**config.mk**
```make
export PLATFORM = sky130hd
export DESIGN_NAME = serial_subtractor
export DESIGN_NICKNAME = d
export VERILOG_FILES = /design/src/rtl/sub_pkg.sv /design/src/rtl/full_subtractor_bit.sv /design/src/rtl/serial_subtractor.sv
export SDC_FILE = /design/constraint.sdc
export NUM_CORES = 1
export LEC_CHECK = 0
export CAP_MARGIN = 20
export CORE_UTILIZATION = 35
export CTS_CLUSTER_DIAMETER = 100
export DETAILED_ROUTE_END_ITERATION = 6
export PLACE_DENSITY_LB_ADDON = 0.3
export SLEW_MARGIN = 20
export SYNTH_ARGS = -nofsm -noshare
export SYNTH_HDL_FRONTEND = slang
export SYNTH_SLANG_ARGS = --single-unit
```
**constraint.sdc**
```tcl
create_clock -name clk -period 1.35 [get_ports clk]
set_clock_uncertainty 0.05 [all_clocks]
set_input_delay 0.27 -clock clk [delete_from_list [all_inputs] [get_ports clk]]
set_output_delay 0.27 -clock clk [all_outputs]
set_load 0.01 [all_outputs]
```
**src/rtl/sub_pkg.sv**
```systemverilog
// sub_pkg: shared types and constants for the bit-serial subtractor
package sub_pkg;
  typedef enum logic [1:0] {IDLE, RUN, DONE} state_t;
  localparam int DEF_WIDTH = 8;
  function automatic int cnt_width(input int w);
    return $clog2(w + 1);
  endfunction
endpackage

```
**src/rtl/full_subtractor_bit.sv**
```systemverilog
// full_subtractor_bit: combinational 1-bit full-subtractor cell
module full_subtractor_bit (
  input  logic a,
  input  logic b,
  input  logic bi,
  output logic d,
  output logic bo
);
  assign d  = a ^ b ^ bi;
  assign bo = (~a & b) | (~(a ^ b) & bi);
endmodule

```
**src/rtl/serial_subtractor.sv**
```systemverilog
// serial_subtractor: LSB-first bit-serial a - b - bin with start/busy/done handshake
module serial_subtractor
  import sub_pkg::*;
#(
  parameter int WIDTH = DEF_WIDTH
) (
  input  logic             clk,
  input  logic             rst,
  input  logic             start,
  input  logic [WIDTH-1:0] a,
  input  logic [WIDTH-1:0] b,
  input  logic             bin,
  output logic             busy,
  output logic             done,
  output logic [WIDTH-1:0] diff,
  output logic             bout
);
  localparam int CW = cnt_width(WIDTH);
  state_t           state;
  logic [WIDTH-1:0] sa, sb, sr;
  logic             br, d, bo;
  logic [CW-1:0]    cnt;
  full_subtractor_bit u_fs (
    .a (sa[0]),
    .b (sb[0]),
    .bi(br),
    .d (d),
    .bo(bo)
  );
  // FSM: latch operands, ripple one bit per RUN edge, publish result on the last one
  always_ff @(posedge clk or posedge rst) begin
    if (rst) begin
      state <= IDLE;
      sa    <= '0;
      sb    <= '0;
      sr    <= '0;
      br    <= 1'b0;
      cnt   <= '0;
      busy  <= 1'b0;
      done  <= 1'b0;
      diff  <= '0;
      bout  <= 1'b0;
    end else begin
      case (state)
        IDLE: if (start) begin
          sa    <= a;
          sb    <= b;
          br    <= bin;
          cnt   <= '0;
          busy  <= 1'b1;
          state <= RUN;
        end
        RUN: begin
          sr  <= {d, sr[WIDTH-1:1]};
          sa  <= sa >> 1;
          sb  <= sb >> 1;
          br  <= bo;
          cnt <= cnt + 1'b1;
          if (cnt == CW'(WIDTH - 1)) begin
            busy  <= 1'b0;
            done  <= 1'b1;
            diff  <= {d, sr[WIDTH-1:1]};
            bout  <= bo;
            state <= DONE;
          end
        end
        DONE: begin
          done  <= 1'b0;
          state <= IDLE;
        end
        default: state <= IDLE;
      endcase
    end
  end
endmodule

```
After elaboration in Yosys (flattened, before gate mapping):

Cells that the tools add are included.

* register bits: 42
* bits in read-only memories: 0
* memories: 0
* logic and storage cells: 47
* output and inout port bits: 11
* bits in latches: 0
* input port bits: 20
* bits in writable memories: 0

* multipliers: 0
* bitwise logic cells: 7
* add/sub/neg operators: 1
* divide/modulo/power cells: 0
* reduce and logical (&&, ||, !) cells: 8
* multiplexer cells: 16
* shift operators: 0
* magnitude comparators: 0
* eq/ne operators: 5

Operators by type and width (count)
* case mux 8 bit (2 select lines): 2
* 2-to-1 mux 8 bit: 2
* case mux 4 bit (2 select lines): 1
* AND reduction 2 bit: 4
* case mux 1 bit (2 select lines): 3
* adder 4 x 1 -> 4 bit (second input constant): 1
* == test 4 x 3 -> 1 bit (second input constant): 1
* 2-to-1 mux 1 bit: 4
* 2-to-1 mux 2 bit: 2
* 2-to-1 mux 4 bit: 1
* != test 2 bit (second input constant): 2
* case mux 2 bit (2 select lines): 1
* nonzero test 2 bit: 2
* AND reduction 3 bit: 1
* AND 1 bit: 2
* == test 2 x 1 -> 1 bit (second input constant): 1
* == test 2 bit (second input constant): 1
* logical NOT 2 bit: 1
* inverter 1 bit: 2
* XOR 1 bit: 2
* OR 1 bit: 1

Depth between registers and ports, before layout:

Gate-level depths: netlist of run 1.

* word-level depth: 5
* gate-level depth with buffers: 5
* depth with buffers taken out: 5

Hierarchy:

A second synthesis of run 1 with hierarchy kept.

* cells, all modules: 178
* area, all modules: 1816.7 um2

By module, submodules not included
* serial_subtractor: instances 1, cells an instance 174, area an instance 1785.5 um2
* full_subtractor_bit: instances 1, cells an instance 4, area an instance 31.3 um2

Worst setup path after synthesis of run 1:

No wires, ideal clock.

* path type: reg-to-reg
* start: register cnt[0]
* end: register diff[0]
* cell stages (with the launch flop): 5
* arrival: 1.233 ns
* period minus slack after synthesis: 1.407 ns
* setup time: 0.125 ns
* setup slack: -0.057 ns
* cell sequence: dfrtp_1 ha_1 nand4b_4 nor2_8 mux2_2

* word-level cells in the longest chain between the ends: 2

Ends and longest elaborated chain
* start: declaration: RTL line serial_subtractor.sv:22 `logic [CW-1:0] cnt;`
* start signal: assignment: RTL line serial_subtractor.sv:58 `cnt <= cnt + 1'b1;`
* == test 4 x 3 -> 1 bit: RTL line serial_subtractor.sv:59 `if (cnt == CW'(WIDTH - 1)) begin`
* AND reduction 2 bit (no source line)
* end signal: assignment: RTL line serial_subtractor.sv:62 `diff <= {d, sr[WIDTH-1:1]};`
* end: declaration: RTL line serial_subtractor.sv:15 `output logic [WIDTH-1:0] diff,`

Every way passes these cells.
A chain may end at the register's enable or synchronous reset.

Final worst setup path of run 1:

* start: register cnt[0]
* end: register diff[3]

Same word-level chain as after synthesis.

==> run summary, run 1 <==
==============================================================================
Initial antenna violation count .................................            0
Clock transition at path regs ...................................      0.07 ns
Vias in the first global route ..................................         1362
TritonCTS Buffers ...............................................            5
Vertical extent of the die ......................................      74.3 um
Worst setup margin ..............................................   -0.0590 ns
Number of nets produced by synthesis ............................          180
Total Routing Usage GR ..........................................        0.148
Unrepaired setup endpoints after global routing .................          yes
Synth warn ......................................................            0
DRC marker count from the first detailed-route iteration ........           58
Max Buffers Root-to-Sink ........................................            2
Quantity of I/O buffers inserted on ports .......................           30
Worst Path Required .............................................      1.47 ns
Maximum frequency from static timing analysis ...................      710 MHz
Category of the worst setup path capture point ..................     register
Floorplan Core Area .............................................     4880 um2
Master cell of the clock root buffer ............................ sky130_fd_sc_hd__clkbuf_8
Result of the run ............................................... finished with violations
Final min period ................................................      1.41 ns
Worst vdd ir ....................................................       664 uV
Net count reported at finish ....................................          229
Proportion of netlist area held by the largest area contributor .        0.561
Worst slew pin tran .............................................     0.220 ns
Netlist area before placement ...................................     1830 um2
Synth top cells by count ........................................ 41 x sky130_fd_sc_hd__dfrtp_1, 22 x sky130_fd_sc_hd__nand2_1, 22 x sky130_fd_sc_hd__o21ai_0, 16 x sky130_fd_sc_hd__mux2_2, 9 x sky130_fd_sc_hd__a21oi_1
Startpoint types ................................................     register
Total area of multi-input combinational cells ...................      791 um2
Wirelength per Cell .............................................      13.5 um
Worst Path Class, Setup ......................................... register to register
Arr. time, crit path ............................................      1.53 ns
Max-cap violations ..............................................            0
Routed Antenna Nets .............................................            0
Number of top-level pins ........................................           31
DIE AREA ........................................................     5520 um2
Global-route wire length before repair ..........................      6.14 mm
Total length of routed wires ....................................      3.71 mm
Library cell with the highest instance count after synthesis .... sky130_fd_sc_hd__dfrtp_1
Final TNS setup .................................................    -0.421 ns
Gate Count Post-Synth ...........................................          158
Pin count of the biggest net entering global routing ............           42
Cell Pwr Density ................................................  2010 nW/um2
#FFs+latches synth ..............................................           41
Worst relative slew slack .......................................        0.853
Detail-routed via count per cell ................................         4.93
Post-Syn Area per Cell ..........................................     11.6 um2
Share of layout cells above drive strength 1 ....................        0.269
Initial Utilization .............................................        0.375
Largest area contributor in the synthesized netlist ............. sky130_fd_sc_hd__dfrtp_1
Share of flip-flops with an asynchronous set or reset ...........         1.00
Critical path peak fanout .......................................            4
Insertion delay to the later sink of the worst-skew pair ........      0.29 ns
Setup violations, final .........................................            8
Number of standard cells in the layout, taps in and fillers out .          275
Via count of the routed design ..................................         1355
Final number of max-transition violations .......................            0
Layout-stage area growth over the synthesis result ..............        35.8%
Critical path's slowest cell .................................... sky130_fd_sc_hd__dfrtp_1
Die width .......................................................      74.3 um
Final HPWL DP ...................................................      2.49 mm
Final weighted congestion in routability-driven placement .......        0.758
Number of synthesized flops with an enable pin ..................            0
Total DRC errors in the routed layout ...........................            0
H-Tree Level Count ..............................................            2
Largest cells by area after synthesis ........................... sky130_fd_sc_hd__dfrtp_1 56%, sky130_fd_sc_hd__mux2_2 9.8%, sky130_fd_sc_hd__o21ai_0 6.0%
Number of diodes ................................................            0
TritonCTS clock tree ............................................         done
Tot Pwr .........................................................      4.99 mW
Number of core rows .............................................           25
Number of filler instances in the final layout ..................          483
1st-pass router iterations ......................................            4
GRT overflow ....................................................            0
Fin. Hold Viols .................................................            0
Final worst path period share ...................................         1.04
Worst path max stage delay ......................................      0.40 ns
Violations in the final reports ................................. setup timing
Part of the Yosys area used for sequential elements .............        0.561
Register area ...................................................     1030 um2
Synth cell types ................................................           23
Reported leakage power ..........................................      1.12 nW
TritonCTS sink count ............................................           41
Quantity of hold-fixing buffers added after cts .................            0
Class of the tightest hold or removal check ..................... input port to asynchronous set/reset pin
Cells along the critical path ................................... ha_4 -> nand4b_4 -> nor2_4 -> mux2_4
Primary flip-flop cell chosen by synthesis mapping .............. sky130_fd_sc_hd__dfrtp_1
Number of placed instances, taps included .......................          262
==============================================================================
worst max-delay path: cells and delay by family (launching register included):
family                   cells  cell delay (ns)
multiplexers                 1             0.32
AND/OR/NAND/NOR              2             0.36
adder cells (fa/ha/maj)      1             0.17
flip-flops                   1             0.40
state kept, by name, summed over array words and instances (netlist names):
register,flops
state,2
diff,8
busy,1
sr,7
bout,1
sb,8
br,1
done,1
sa,8
cnt,4
layer usage:
| metal | track usage | wire, um | vias to the layer above |
|---|---|---|---|
| li1 | - | - | 648 |
| met1 | 0.185 | 1640 | 669 |
| met2 | 0.253 | 1850 | 34 |
| met3 | 0.0379 | 178 | 4 |
| met4 | 0.0440 | 37 | 0 |
| met5 | 0 | 0 | - |
cell type report:
| class | instances | area share |
|---|---|---|
| sequential | 41 | 0.413 |
| multi-input combinational | 103 | 0.318 |
| timing repair buffer | 52 | 0.195 |
| tap | 67 | 0.0337 |
| clock buffer | 6 | 0.0292 |
| inverter | 4 | 0.00604 |
| clock inverter | 2 | 0.00403 |
logic make-up (layout without fill, tap and decap cells):
logic type	after synthesis	in the layout	synth area share
and+or+nand+nor	40	41	0.129
buffers and inverters	15	64	0.0472
AOI/OAI and AO/OA	44	44	0.146
muxes	16	16	0.0985
adders and majority gates	2	2	0.0178
DFF	41	41	0.561
power by group:
group	internal (mW)	total [mW]	switching (mW)	leakage [nW]
clock network	0.358	0.751	0.393	0.0450
logic	1.24	2.14	0.898	0.559
registers	1.76	2.10	0.338	0.511
total	3.36	4.99	1.63	1.12
per-stage QoR:
step | area, um2 | hold WS [ns] | utilization | setup slack, ns
3_5_place_dp | 2300 | 0.424 | 0.472 | -0.195
6_report | 2480 | 0.291 | 0.509 | -0.0590
5_1_grt | 2480 | 0.315 | 0.509 | -0.113
2_1_floorplan | 1830 | 0.399 | - | -0.0449
4_1_cts | 2460 | 0.298 | 0.503 | -0.0902
3_3_place_gp | 2300 | 0.413 | 0.472 | -0.151
path summary, 6_finish.rpt:
| kind | depth (start not counted) | to | slack [ns] | start |
|---|---|---|---|---|
| max | 4 | diff[3] | -0.06 | cnt[0] |
| min | 3 | diff[5] | 0.29 | rst |
| max reg2reg | 4 | diff[3] | -0.06 | cnt[0] |
| min reg2reg | 2 | sa[2] | 0.44 | sa[2] |
| max in group asynchronous | 3 | state[0] | 0.75 | rst |
| min in group clk | 2 | sa[2] | 0.44 | sa[2] |
timing repair:
action	CTS	global route
gates resized for setup	23	11
pin swaps	3	2
setup endpoints to repair	37	20
buffers inserted	3	0
cloned	2	0
cell usage in the layout (no fill, tap or decap), types with 2 or more instances in the layout:
master                            count
sky130_fd_sc_hd__dfrtp_1             40
sky130_fd_sc_hd__nand2_1             22
sky130_fd_sc_hd__o21ai_0             19
sky130_fd_sc_hd__clkdlybuf4s50_1     19
sky130_fd_sc_hd__buf_4               16
sky130_fd_sc_hd__dlygate4sd2_1       11
sky130_fd_sc_hd__a21oi_1              9
sky130_fd_sc_hd__mux2_2               8
sky130_fd_sc_hd__a22oi_1              8
sky130_fd_sc_hd__mux2_4               8
sky130_fd_sc_hd__and3b_1              6
sky130_fd_sc_hd__nor2b_1              5
sky130_fd_sc_hd__clkbuf_8             5
sky130_fd_sc_hd__o21ai_1              3
sky130_fd_sc_hd__inv_1                3
sky130_fd_sc_hd__buf_6                3
sky130_fd_sc_hd__nand3_1              2
sky130_fd_sc_hd__a22o_1               2
sky130_fd_sc_hd__clkinv_2             2
sky130_fd_sc_hd__buf_12               2
No activity file was read; power rests on OpenSTA's default activity.
==> run 2, diff against run 1 <==
CTS_CLUSTER_DIAMETER = unset   (was 100)
MAX_ROUTING_LAYER = met4   (was unset)
==> run 2 against run 1 <==
Effect of this change: the run still ends with setup timing left; via count increased by 0.52%; worst hold slack lost 0.0014 ns; fmax is 0.26% higher; die area is the same; cell count stayed put; first-iteration DRC count shrank 12%; register-to-register slack hardly changed; clock-buffer cell count did not move; core utilization is the same; combinational power about the same.
==> run summary, run 2 (synthesis results as in run 1) <==
============================================================================
Quantity of I/O buffers inserted on ports .....................           30
Fin. Hold Viols ...............................................            0
Vias in the first global route ................................         1362
Total Routing Usage GR ........................................        0.153
Pin count of the biggest net entering global routing ..........           42
Worst Path Required ...........................................      1.47 ns
Total length of routed wires ..................................      3.68 mm
Reported leakage power ........................................      1.12 nW
Worst vdd ir ..................................................       664 uV
Arr. time, crit path ..........................................      1.53 ns
Critical path peak fanout .....................................            4
Setup violations, final .......................................            8
Worst setup margin ............................................   -0.0552 ns
H-Tree Level Count ............................................            2
Clock transition at path regs .................................      0.07 ns
Insertion delay to the later sink of the worst-skew pair ......      0.29 ns
Total DRC errors in the routed layout .........................            0
Cell Pwr Density ..............................................  2010 nW/um2
Most common library cell in the layout ignoring fill and taps . sky130_fd_sc_hd__dfrtp_1
Share of layout cells above drive strength 1 ..................        0.269
Max-cap violations ............................................            0
Initial Utilization ...........................................        0.375
Unrepaired setup endpoints after global routing ...............          yes
Violations in the final reports ............................... setup timing
Worst path max stage delay ....................................      0.40 ns
Vertical extent of the die ....................................      74.3 um
Routed Antenna Nets ...........................................            0
Detail-routed via count per cell ..............................         4.95
Number of core rows ...........................................           25
TritonCTS clock tree ..........................................         done
TritonCTS Buffers .............................................            5
Registers with the most flip-flops ............................ diff x8, sa x8, sb x8
Final worst path period share .................................         1.04
Max Buffers Root-to-Sink ......................................            2
Final min period ..............................................      1.41 ns
Global-route wire length before repair ........................      6.14 mm
Placed inst area ..............................................     2300 um2
Startpoint types ..............................................     register
Class of the tightest hold or removal check ................... input port to asynchronous set/reset pin
Wirelength per Cell ...........................................      13.4 um
Final HPWL DP .................................................      2.49 mm
TritonCTS sink count ..........................................           41
1st-pass router iterations ....................................            4
Worst Path Class, Setup ....................................... register to register
Die width .....................................................      74.3 um
Commonest cells after routing, fill and taps aside ............ 40 x sky130_fd_sc_hd__dfrtp_1, 22 x sky130_fd_sc_hd__nand2_1, 19 x sky130_fd_sc_hd__o21ai_0, 19 x sky130_fd_sc_hd__clkdlybuf4s50_1, 16 x sky130_fd_sc_hd__buf_4
Final weighted congestion in routability-driven placement .....        0.767
Net count reported at finish ..................................          229
Floorplan Core Area ...........................................     4880 um2
Via count of the routed design ................................         1362
Cells along the critical path ................................. ha_4 -> nand4b_4 -> nor2_4 -> mux2_4
Critical path's slowest cell .................................. sky130_fd_sc_hd__dfrtp_1
Master cell of the clock root buffer .......................... sky130_fd_sc_hd__clkbuf_8
Layout-stage area growth over the synthesis result ............        35.8%
Final design utilization ......................................        0.509
Number of diodes ..............................................            0
Number of top-level pins ......................................           31
Initial antenna violation count ...............................            0
DRC marker count from the first detailed-route iteration ......           51
Result of the run ............................................. finished with violations
DIE AREA ......................................................     5520 um2
Maximum frequency from static timing analysis .................      712 MHz
GRT overflow ..................................................            0
Category of the worst setup path capture point ................     register
Worst slew pin tran ...........................................     0.220 ns
Worst relative slew slack .....................................        0.853
Final Cell Area ...............................................     2480 um2
Final number of max-transition violations .....................            0
============================================================================
## run 2: what timing repair did
item,4_1_cts,5_1_grt
setup endpoints to repair,37,20
buffers inserted,3,0
gates resized for setup,23,11
pin swaps,3,2
hold buffers,0,0
gates cloned,2,0
## run 2: layer usage
metal	GRT usage	vias up	share of wire
li1	-	648	-
met5	-	-	0
met2	0.253	37	0.51
met1	0.185	673	0.43
met4	0.0440	0	0.010
met3	0.0379	4	0.050
## run 2: area by class of cell
class | count | area (um2)
inverter | 4 | 15.0
clock inverter | 2 | 10.0
tap | 67 | 83.8
sequential | 41 | 1030
clock buffer | 6 | 72.6
multi-input combinational | 103 | 791
fill | 483 | 2390
timing repair buffer | 52 | 485
## run 2: power by group
group	total, mW	switching [mW]	internal [mW]	leakage (nW)
registers	2.10	0.338	1.76	0.511
clock network	0.750	0.392	0.358	0.0450
logic	2.14	0.897	1.24	0.559
total	4.99	1.63	3.36	1.12
## run 2: worst max-delay path, delay by kind of cell, from the launching register on
kind / cells / cell delay [ns]
flip-flops: 1 / 0.40
adder cells (fa/ha/maj): 1 / 0.17
multiplexers: 1 / 0.32
AND/OR/NAND/NOR: 2 / 0.36
## run 2: through the flow
stage	hold slack [ns]	setup slack [ns]	total power, mW	TNS [ns]	instances
detailed placement	0.424	-0.195	4.12	-3.85	262
finish	0.289	-0.0552	4.99	-0.398	275
global placement	0.413	-0.151	3.99	-2.40	262
CTS	0.298	-0.0902	4.94	-0.584	275
global route	0.315	-0.113	5.35	-0.952	275
floorplan	0.399	-0.0449	3.27	-0.359	158
## run 2: worst paths after layout
path                       cells past startpoint        to    from  slack [ns]
max in group asynchronous                      3  state[0]     rst        0.75
setup / recovery                               4   diff[3]  cnt[0]       -0.06
hold / removal                                 3   diff[5]     rst        0.29
min in group clk                               2     sa[2]   sa[2]        0.44
hold reg to reg                                2     sa[2]   sa[2]        0.44
setup reg to reg                               4   diff[3]  cnt[0]       -0.06
